--- config.mk ---
export PLATFORM = sky130hd
export DESIGN_NAME = roach_clk_rst_sequencer
export DESIGN_NICKNAME = d
export VERILOG_FILES = /design/src/rtl/roach_clk_rst_sequencer.sv
export SDC_FILE = /design/constraint.sdc
export NUM_CORES = 1
export LEC_CHECK = 0
export CORE_MARGIN = 2
export CORE_UTILIZATION = 40
export CTS_BUF_LIST = sky130_fd_sc_hd__clkbuf_8
export DETAILED_ROUTE_END_ITERATION = 10
export SYNTH_ARGS = -nofsm -noshare
export SYNTH_HDL_FRONTEND = slang
export SYNTH_SLANG_ARGS = --single-unit
--- constraint.sdc ---
create_clock -name epb_clk -period 4 [get_ports epb_clk]
set_input_delay 1 -clock epb_clk [delete_from_list [all_inputs] [get_ports epb_clk]]
set_output_delay 1 -clock epb_clk [all_outputs]
set_load 0.02 [all_outputs]
--- src/rtl/roach_clk_rst_sequencer.sv ---
// Clock/reset power-up sequencer: MMCM reset -> stable lock -> IDELAYCTRL reset -> ready -> release sys_rst; retries, then latches FAULT.
// Latency: 2-FF input synchronisers + 1 decision cycle; all outputs registered from the next state, so they move with state.
// Backpressure: none; restart overrides everything. Optional AUX_LOCK_EN also requires the aux MMCM lock.
module roach_clk_rst_sequencer #(
    parameter int RST_HOLD_CYCLES     = 64,
    parameter int LOCK_STABLE_CYCLES  = 1024,
    parameter int LOCK_TIMEOUT_CYCLES = 65536,
    parameter int IDELAY_RST_CYCLES   = 16,
    parameter int RDY_TIMEOUT_CYCLES  = 4096,
    parameter int MAX_RETRIES         = 7
) (
    input  logic       epb_clk,
    input  logic       epb_rst_n,
    input  logic       sys_clk_lock_in,
    input  logic       aux_clk_lock_in,
    input  logic       idelay_rdy,
    input  logic       restart,
    output logic       mmcm_reset,
    output logic       idelay_rst,
    output logic       sys_rst,
    output logic       ready,
    output logic       fault,
    output logic [3:0] retry_count,
    output logic [2:0] state
);

    function automatic int max2(input int a, input int b);
        return (a > b) ? a : b;
    endfunction

    localparam int CNT_MAX = max2(max2(max2(RST_HOLD_CYCLES, LOCK_STABLE_CYCLES),
                                       max2(LOCK_TIMEOUT_CYCLES, IDELAY_RST_CYCLES)),
                                  RDY_TIMEOUT_CYCLES);
    localparam int CNT_W = (CNT_MAX > 2) ? $clog2(CNT_MAX) : 1;

    // Each state holds for exactly its parameter: load N-1, leave when the counter is 0.
    localparam logic [CNT_W-1:0] LD_RST_HOLD = CNT_W'(RST_HOLD_CYCLES - 1);
    localparam logic [CNT_W-1:0] LD_STABLE   = CNT_W'(LOCK_STABLE_CYCLES - 1);
    localparam logic [CNT_W-1:0] LD_LOCK_TO  = CNT_W'(LOCK_TIMEOUT_CYCLES - 1);
    localparam logic [CNT_W-1:0] LD_IDLY_RST = CNT_W'(IDELAY_RST_CYCLES - 1);
    localparam logic [CNT_W-1:0] LD_RDY_TO   = CNT_W'(RDY_TIMEOUT_CYCLES - 1);
    localparam logic [3:0]       RETRY_LIMIT = 4'(MAX_RETRIES);

    typedef enum logic [2:0] {
        S_MMCM_RST    = 3'd0,
        S_WAIT_LOCK   = 3'd1,
        S_LOCK_STABLE = 3'd2,
        S_IDLY_RST    = 3'd3,
        S_WAIT_RDY    = 3'd4,
        S_RUN         = 3'd5,
        S_FAULT       = 3'd6
    } state_t;

    state_t           state_q, state_d;
    logic [CNT_W-1:0] cnt_q, cnt_d, cnt_ld;
    logic [3:0]       retry_q, retry_d;
    logic [1:0]       sys_sync_q, rdy_sync_q;
    logic             mmcm_reset_q, idelay_rst_q, sys_rst_q, ready_q, fault_q;
    logic             lock_s, rdy_s, cnt_zero, fail, load;

    always_ff @(posedge epb_clk or negedge epb_rst_n) begin
        if (!epb_rst_n) begin
            sys_sync_q <= 2'b00;
            rdy_sync_q <= 2'b00;
        end else begin
            sys_sync_q <= {sys_sync_q[0], sys_clk_lock_in};
            rdy_sync_q <= {rdy_sync_q[0], idelay_rdy};
        end
    end

`ifdef AUX_LOCK_EN
    logic [1:0] aux_sync_q;

    always_ff @(posedge epb_clk or negedge epb_rst_n) begin
        if (!epb_rst_n) aux_sync_q <= 2'b00;
        else            aux_sync_q <= {aux_sync_q[0], aux_clk_lock_in};
    end

    assign lock_s = sys_sync_q[1] & aux_sync_q[1];
`else
    logic unused_aux_lock;
    assign unused_aux_lock = aux_clk_lock_in;
    assign lock_s          = sys_sync_q[1];
`endif

    assign rdy_s    = rdy_sync_q[1];
    assign cnt_zero = (cnt_q == '0);

    always_comb begin
        state_d = state_q;
        retry_d = retry_q;
        fail    = 1'b0;
        cnt_ld  = '0;
        case (state_q)
            S_MMCM_RST:    if (cnt_zero) state_d = S_WAIT_LOCK;
            S_WAIT_LOCK:   if (lock_s) state_d = S_LOCK_STABLE;
                           else if (cnt_zero) fail = 1'b1;
            S_LOCK_STABLE: if (!lock_s) state_d = S_WAIT_LOCK;
                           else if (cnt_zero) state_d = S_IDLY_RST;
            S_IDLY_RST:    if (cnt_zero) state_d = S_WAIT_RDY;
            // A lock drop outranks a simultaneous rdy: never start RUN on a dying clock.
            S_WAIT_RDY:    if (!lock_s) fail = 1'b1;
                           else if (rdy_s) state_d = S_RUN;
                           else if (cnt_zero) fail = 1'b1;
            S_RUN:         if (!lock_s) fail = 1'b1;
            S_FAULT:       state_d = S_FAULT;
            default:       state_d = S_MMCM_RST;
        endcase
        if (fail) begin
            retry_d = (retry_q == 4'hF) ? 4'hF : retry_q + 4'd1;
            state_d = (retry_d == RETRY_LIMIT) ? S_FAULT : S_MMCM_RST;
        end
        if (restart) begin
            state_d = S_MMCM_RST;
            retry_d = 4'd0;
        end
        case (state_d)
            S_MMCM_RST:    cnt_ld = LD_RST_HOLD;
            S_WAIT_LOCK:   cnt_ld = LD_LOCK_TO;
            S_LOCK_STABLE: cnt_ld = LD_STABLE;
            S_IDLY_RST:    cnt_ld = LD_IDLY_RST;
            S_WAIT_RDY:    cnt_ld = LD_RDY_TO;
            default:       cnt_ld = '0;
        endcase
        load  = restart || (state_d != state_q);
        cnt_d = load ? cnt_ld : (cnt_zero ? '0 : cnt_q - 1'b1);
    end

    always_ff @(posedge epb_clk or negedge epb_rst_n) begin
        if (!epb_rst_n) begin
            state_q      <= S_MMCM_RST;
            cnt_q        <= LD_RST_HOLD;
            retry_q      <= 4'd0;
            mmcm_reset_q <= 1'b1;
            idelay_rst_q <= 1'b1;
            sys_rst_q    <= 1'b1;
            ready_q      <= 1'b0;
            fault_q      <= 1'b0;
        end else begin
            state_q      <= state_d;
            cnt_q        <= cnt_d;
            retry_q      <= retry_d;
            mmcm_reset_q <= (state_d == S_MMCM_RST) || (state_d == S_FAULT);
            idelay_rst_q <= (state_d == S_MMCM_RST) || (state_d == S_IDLY_RST) || (state_d == S_FAULT);
            sys_rst_q    <= (state_d != S_RUN);
            ready_q      <= (state_d == S_RUN);
            fault_q      <= (state_d == S_FAULT);
        end
    end

    assign mmcm_reset  = mmcm_reset_q;
    assign idelay_rst  = idelay_rst_q;
    assign sys_rst     = sys_rst_q;
    assign ready       = ready_q;
    assign fault       = fault_q;
    assign retry_count = retry_q;
    assign state       = state_q;

endmodule

==> results of run 1 <==
[per-stage QoR]
step | hold slack, ns | utilization [%] | worst slack [ns] | area (sq um) | power, mW
floorplan | 0.331 | - | 1.62 | 1830 | 0.377
global placement | 0.335 | 46.5 | 0.774 | 2040 | 0.392
detailed placement | 0.345 | 46.5 | 0.735 | 2040 | 0.394
CTS | 0.360 | 49.3 | 1.05 | 2160 | 0.737
global route | 0.376 | 49.3 | 0.942 | 2160 | 0.759
finish | 0.356 | 49.3 | 1.03 | 2160 | 0.726
[area by class of cell]
class                      count  area [sq um]  area share, %
clock buffer                   7          96.3           4.45
clock inverter                 1          30.0           1.39
inverter                      10          37.5           1.74
multi-input combinational    131           955           44.1
sequential                    32           812           37.5
tap                           52          65.1           3.01
timing repair buffer          17           168           7.75
[critical path, stage by stage]
cell and delay, ns:
clkdlybuf4s50_1 0.62, or4_1 0.61, or3b_1 0.43, o211ai_2 0.16, nand2b_1 0.22, o21ai_1 0.09
[layout by cell type (no fill, tap or decap), types with 7 or more instances in the layout]
master,n
clkbuf_8,7
dfrtp_1,23
nor2_1,16
o21ai_1,10
xnor2_1,11
nand2_1,10
inv_1,10
clkdlybuf4s50_1,16
nor3_1,7
dfstp_2,9
[worst max path at each step]
| stage | startpoint | endpoint | slack, ns | cells after the start |
|---|---|---|---|---|
| global route | restart | cnt_q[13]$_DFF_PN0_ | 0.94 | 8 |
| finish | restart | cnt_q[8]$_DFF_PN0_ | 1.03 | 6 |
| global placement | restart | cnt_q[7]$_DFF_PN0_ | 0.77 | 6 |
| floorplan | restart | cnt_q[6]$_DFF_PN0_ | 1.62 | 5 |
| detailed placement | restart | cnt_q[8]$_DFF_PN0_ | 0.74 | 6 |
| CTS | restart | cnt_q[8]$_DFF_PN0_ | 1.05 | 6 |
[cells by family (layout without fill, tap and decap cells)]
kind of cell	count (synthesis)	in the layout	synth area share [%]
xor+xnor	16	16	7.64
mux	4	4	2.39
fa+ha+maj	3	3	2.05
simple gates	68	68	24.6
buf+inv	16	35	3.68
compound gates	40	40	15.3
flops	32	32	44.3
[layer usage]
metal / vias to the layer above / share of wire [%] / GRT usage [%]
met5: - / 0 / 0
met4: 0 / 2.4 / 6.92
met3: 9 / 4.3 / 4.64
met2: 23 / 50 / 25.6
met1: 657 / 43 / 18.6
li1: 664 / - / -
[state kept, by name (all words and copies together), names as in the netlist]
name / count
cnt_q: 16
fault: 1
idelay_rst: 1
mmcm_reset: 1
rdy_sync_q: 2
ready: 1
retry_count: 4
state: 3
sys_rst: 1
sys_sync_q: 2
[Yosys cell counts, types with 2 or more instances]
cell / instances
o21ai_0: 6
a21oi_1: 6
nand3b_1: 4
or4_1: 2
ha_1: 3
mux2i_1: 3
o22ai_1: 2
inv_1: 10
nand2_1: 10
nand3_1: 2
xnor2_1: 11
xor2_1: 5
nor3_1: 7
and3_1: 2
nor4_4: 2
o21ai_2: 4
nor2b_1: 3
or3_1: 2
nor2_1: 16
nand2b_1: 4
clkbuf_1: 5
dfstp_2: 9
o21ai_1: 10
dfrtp_1: 23
[power by group through the flow]
stage,clock (mW),sequential (mW),combinational [mW]
2_1_floorplan,0,0.350,0.0275
3_3_place_gp,0,0.351,0.0415
3_5_place_dp,0,0.351,0.0428
4_1_cts,0.348,0.346,0.0432
5_1_grt,0.365,0.347,0.0477
6_report,0.338,0.346,0.0422
==> flow_metrics.env, run 1 <==
export IMPL_status="finished clean"
export IMPL_io_buffer_count=16
export IMPL_yosys_area_top_type="dfrtp_1"
export IMPL_fin_crit_ns=2.97
export IMPL_worst_r2r_endpoint="cnt_q[8]$_DFF_PN0_"
export IMPL_cp_data_arrival_time_ns=3.13
export IMPL_clockBufferDepth=2
export IMPL_switching_power_mw=0.152
export IMPL_cts_sinks=32
export IMPL_synth_area_sq_mm=0.00183
export IMPL_fp_coreArea_sq_mm=0.00438
export IMPL_syn_nets=188
export IMPL_swShare_pct=20.9
export IMPL_numCtsBuffers=5
export IMPL_cts_max_level=2
export IMPL_grt_usage_pct=15.5
export IMPL_drive_gt1_share_pct=18.2
export IMPL_cts_tree="built"
export IMPL_setup_viol=0
export IMPL_finalWirelength_um=3560
export IMPL_cp_end_kind="flop"
export IMPL_post_cts_buffers=0
export IMPL_overflow=0
export IMPL_hold_path_end="sys_sync_q[1]$_DFF_PN0_"
export IMPL_cp_max_fo=13
export IMPL_dieArea_sq_mm=0.00514
export IMPL_worstMarginPinSlew_ns=0.490
export IMPL_layout_cells_non_filler=250
export IMPL_hold_viol_final=0
export IMPL_p_leak_nw=0.896
export IMPL_syn_to_final_growth_pct=17.9
export IMPL_cts_resized=0
export IMPL_reg2regPathDepth=9
export IMPL_wl_per_cell_um=14.2
export IMPL_ys_top_cells_by_area="dfrtp_1, dfstp_2, xnor2_1"
export IMPL_synth_edf_count=0
export IMPL_die_w_um=71.7
export IMPL_yosys_area_top_type_share_pct=31.4
export IMPL_seq_area_frac_synth_pct=44.3
export IMPL_postSynth_asyncResetShare_pct=100
export IMPL_vias_per_cell=5.41
export IMPL_relSlewSlack_pct=67.3
export IMPL_finalMaxSlewViolations=0
export IMPL_min_path_cells=0
export IMPL_p_comb_share_pct=5.8
export IMPL_p_clk_share_pct=46.5
export IMPL_drc=0
export IMPL_grt_pass1_vias=1309
export IMPL_cts_root_buf="clkbuf_8"
export IMPL_initial_core_util_pct=41.8
export IMPL_fin_skew_ns=0.00372
export IMPL_worstPathRequired_ns=4.17
export IMPL_ys_warn_count=0
export IMPL_fin_crit_sh_pct=74.2
export IMPL_n_antenna_cell=0
export IMPL_start_kind="input port"
export IMPL_first_iter_violations=92
export IMPL_fillerInstances=384
export IMPL_cts_hold_buf=0
export IMPL_fin_nets=206
export IMPL_max_cap_violations=0
export IMPL_setup_tns_ns=0
export IMPL_vdd_ir_drop_worst_mv=0.219
export IMPL_ios=18
export IMPL_dp_cells=242
export IMPL_power_density_mw_per_mm2=335
export IMPL_clk_pin_slew_ns=0.07
export IMPL_holdCritStartpoint="sys_sync_q[0]$_DFF_PN0_"
export IMPL_vias=1353
export IMPL_antenna_found_initial=0
export IMPL_synthCells=179
export IMPL_gp_congestion=0.804
export IMPL_clock_latency_ns=0.29
export IMPL_grt_pass1_wl_um=6080
export IMPL_synth_cell_types=52
export IMPL_critPathKind="in2reg"
export IMPL_intPower_mw=0.574
export IMPL_synth_flop_cell="dfrtp_1"
export IMPL_grt_max_degree=33
export IMPL_postSynthAreaPerCell_sq_um=10.2
export IMPL_ant_nets=0
export IMPL_fmax_mhz=337
export IMPL_dr_pass1_iters=4
export IMPL_die_height_um=71.7
export IMPL_min_path_type="reg2reg"
export IMPL_grt_setup_unrepaired="false"
export IMPL_p_seq_share_pct=47.6
export IMPL_post_dp_hpwl_um=2570
export IMPL_synth_seq_cells=32
export IMPL_r2r_start="cnt_q[0]$_DFF_PN1_"
export IMPL_num_rows=24
export IMPL_reg2reg_slack_ns=1.34
(Power assumes the default switching activity.)
==> inputs of run 2 (changes only) <==
==> constraint.sdc (replaced) <==
create_clock -name epb_clk -period 2.5 [get_ports epb_clk]
set_input_delay 0.625 -clock epb_clk [delete_from_list [all_inputs] [get_ports epb_clk]]
set_output_delay 0.625 -clock epb_clk [all_outputs]
set_load 0.02 [all_outputs]
==> flow_metrics.env, run 2 (synthesis results as in run 1) <==
export IMPL_first_iter_violations=130
export IMPL_fin_skew_ns=0.00683
export IMPL_p_leak_nw=0.963
export IMPL_clock_latency_ns=0.28
export IMPL_placed_area_sq_mm=0.00213
export IMPL_gp_congestion=0.816
export IMPL_wl_per_cell_um=14.2
export IMPL_dr_pass1_iters=4
export IMPL_grt_pass1_wl_um=6730
export IMPL_worstMarginPinSlew_ns=0.440
export IMPL_numCtsBuffers=5
export IMPL_hold_viol_final=0
export IMPL_worstPathRequired_ns=2.70
export IMPL_finalMaxSlewViolations=0
export IMPL_initial_core_util_pct=41.8
export IMPL_final_common_cell="dfrtp_1"
export IMPL_status="finished clean"
export IMPL_drc=0
export IMPL_drive_gt1_share_pct=23.7
export IMPL_final_area_sq_mm=0.00226
export IMPL_grt_pass1_vias=1471
export IMPL_antenna_found_initial=0
export IMPL_max_cap_violations=0
export IMPL_die_w_um=71.7
export IMPL_grt_max_degree=33
export IMPL_fmax_mhz=401
export IMPL_fin_crit_ns=2.49
export IMPL_relSlewSlack_pct=70.5
export IMPL_overflow=0
export IMPL_fp_coreArea_sq_mm=0.00438
export IMPL_vias=1421
export IMPL_cts_root_buf="clkbuf_8"
export IMPL_vias_per_cell=5.40
export IMPL_die_height_um=71.7
export IMPL_post_route_util_pct=51.5
export IMPL_cts_tree="built"
export IMPL_io_buffer_count=16
export IMPL_dieArea_sq_mm=0.00514
export IMPL_cp_max_fo=4
export IMPL_power_density_mw_per_mm2=488
export IMPL_post_dp_hpwl_um=2810
export IMPL_power_mw=1.10
export IMPL_clockBufferDepth=2
export IMPL_cp_end_kind="flop"
export IMPL_finalHoldWorstSlack_ns=0.349
export IMPL_n_antenna_cell=0
export IMPL_vdd_ir_drop_worst_mv=0.333
export IMPL_largest_register_ffs=16
export IMPL_setup_viol=0
export IMPL_cts_max_level=2
export IMPL_ant_nets=0
export IMPL_cts_sinks=32
export IMPL_critPathKind="reg2reg"
export IMPL_cp_data_arrival_time_ns=2.70
export IMPL_layout_common_cells="dfrtp_1, nor2_1, clkdlybuf4s50_1"
export IMPL_num_rows=24
export IMPL_min_path_type="reg2reg"
export IMPL_fin_nets=219
export IMPL_finalWirelength_um=3740
export IMPL_fillerInstances=412
export IMPL_largest_register="cnt_q"
export IMPL_grt_usage_pct=17.0
export IMPL_post_cts_buffers=0
export IMPL_grt_setup_unrepaired="true"
export IMPL_fin_crit_sh_pct=99.8
export IMPL_start_kind="flop"
export IMPL_ios=18
export IMPL_clk_pin_slew_ns=0.07
export IMPL_syn_to_final_growth_pct=23.1
[run 2: changes by cell type in the layout (fill, tap and decap cells not counted), sizes merged]
cell    delta
clkinv     +1
inv        +1
buf       +13
clkbuf     -2
[run 2: what timing repair did]
| action | 4_1_cts | 5_1_grt |
|---|---|---|
| resized for setup | 1 | 2 |
| pin swaps | 3 | 1 |
| setup endpoints to repair | 4 | 16 |
| hold endpoints to repair | 0 | 0 |
| hold buffers | 0 | 0 |
[run 2: final cells by class]
type / count / area (sq um) / area share (%)
Multi-Input combinational cell: 131 / 970 / 43.0
Inverter: 10 / 37.5 / 1.66
Clock buffer: 5 / 68.8 / 3.05
Clock inverter: 3 / 38.8 / 1.72
Timing Repair Buffer: 30 / 265 / 11.8
Tap cell: 52 / 65.1 / 2.88
Sequential cell: 32 / 812 / 36.0
[run 2: worst max-delay path: stages, from the launching register on]
cell and delay, ns:
dfstp_2 0.38, inv_1 0.07, ha_1 0.14, nor4b_4 0.37, nand4_4 0.19, mux2i_1 0.19, and2_1 0.20, or2_1 0.22
nand2b_1 0.16, or3_4 0.42, o21ai_2 0.08
[run 2: report_power, final]
part / switching [mW] / leakage [nW] / internal, mW / total [mW]
clock: 0.184 / 0.0593 / 0.291 / 0.476
combinational: 0.0407 / 0.497 / 0.0326 / 0.0733
sequential: 0.0142 / 0.407 / 0.538 / 0.553
[run 2: worst paths after layout]
kind	start	end	slack (ns)	cells after the start
min	sys_sync_q[0]$_DFF_PN0_	sys_sync_q[1]$_DFF_PN0_	0.35	0
max in group asynchronous	epb_rst_n	mmcm_reset$_DFF_PN1_	1.42	2
max reg2reg	cnt_q[0]$_DFF_PN1_	cnt_q[12]$_DFF_PN0_	0.005	10
max	cnt_q[0]$_DFF_PN1_	cnt_q[12]$_DFF_PN0_	0.005	10
min in group asynchronous	epb_rst_n	cnt_q[6]$_DFF_PN0_	0.74	2
min reg2reg	sys_sync_q[0]$_DFF_PN0_	sys_sync_q[1]$_DFF_PN0_	0.35	0
[run 2: through the flow]
stage               instances  TNS (ns)  setup WS [ns]
floorplan                 179         0          0.145
global placement          255  -0.00470       -0.00266
detailed placement        255    -0.202        -0.0535
CTS                       263         0       0.000313
global route              263     -1.87         -0.183
finish                    263         0        0.00545
[run 2: routing by layer]
metal,vias up,share of wire [%],track usage [%]
met2,21,51,28.6
met4,0,1.6,6.71
met3,6,3.8,5.20
met1,701,43,20.4
met5,-,0,0
li1,693,-,-
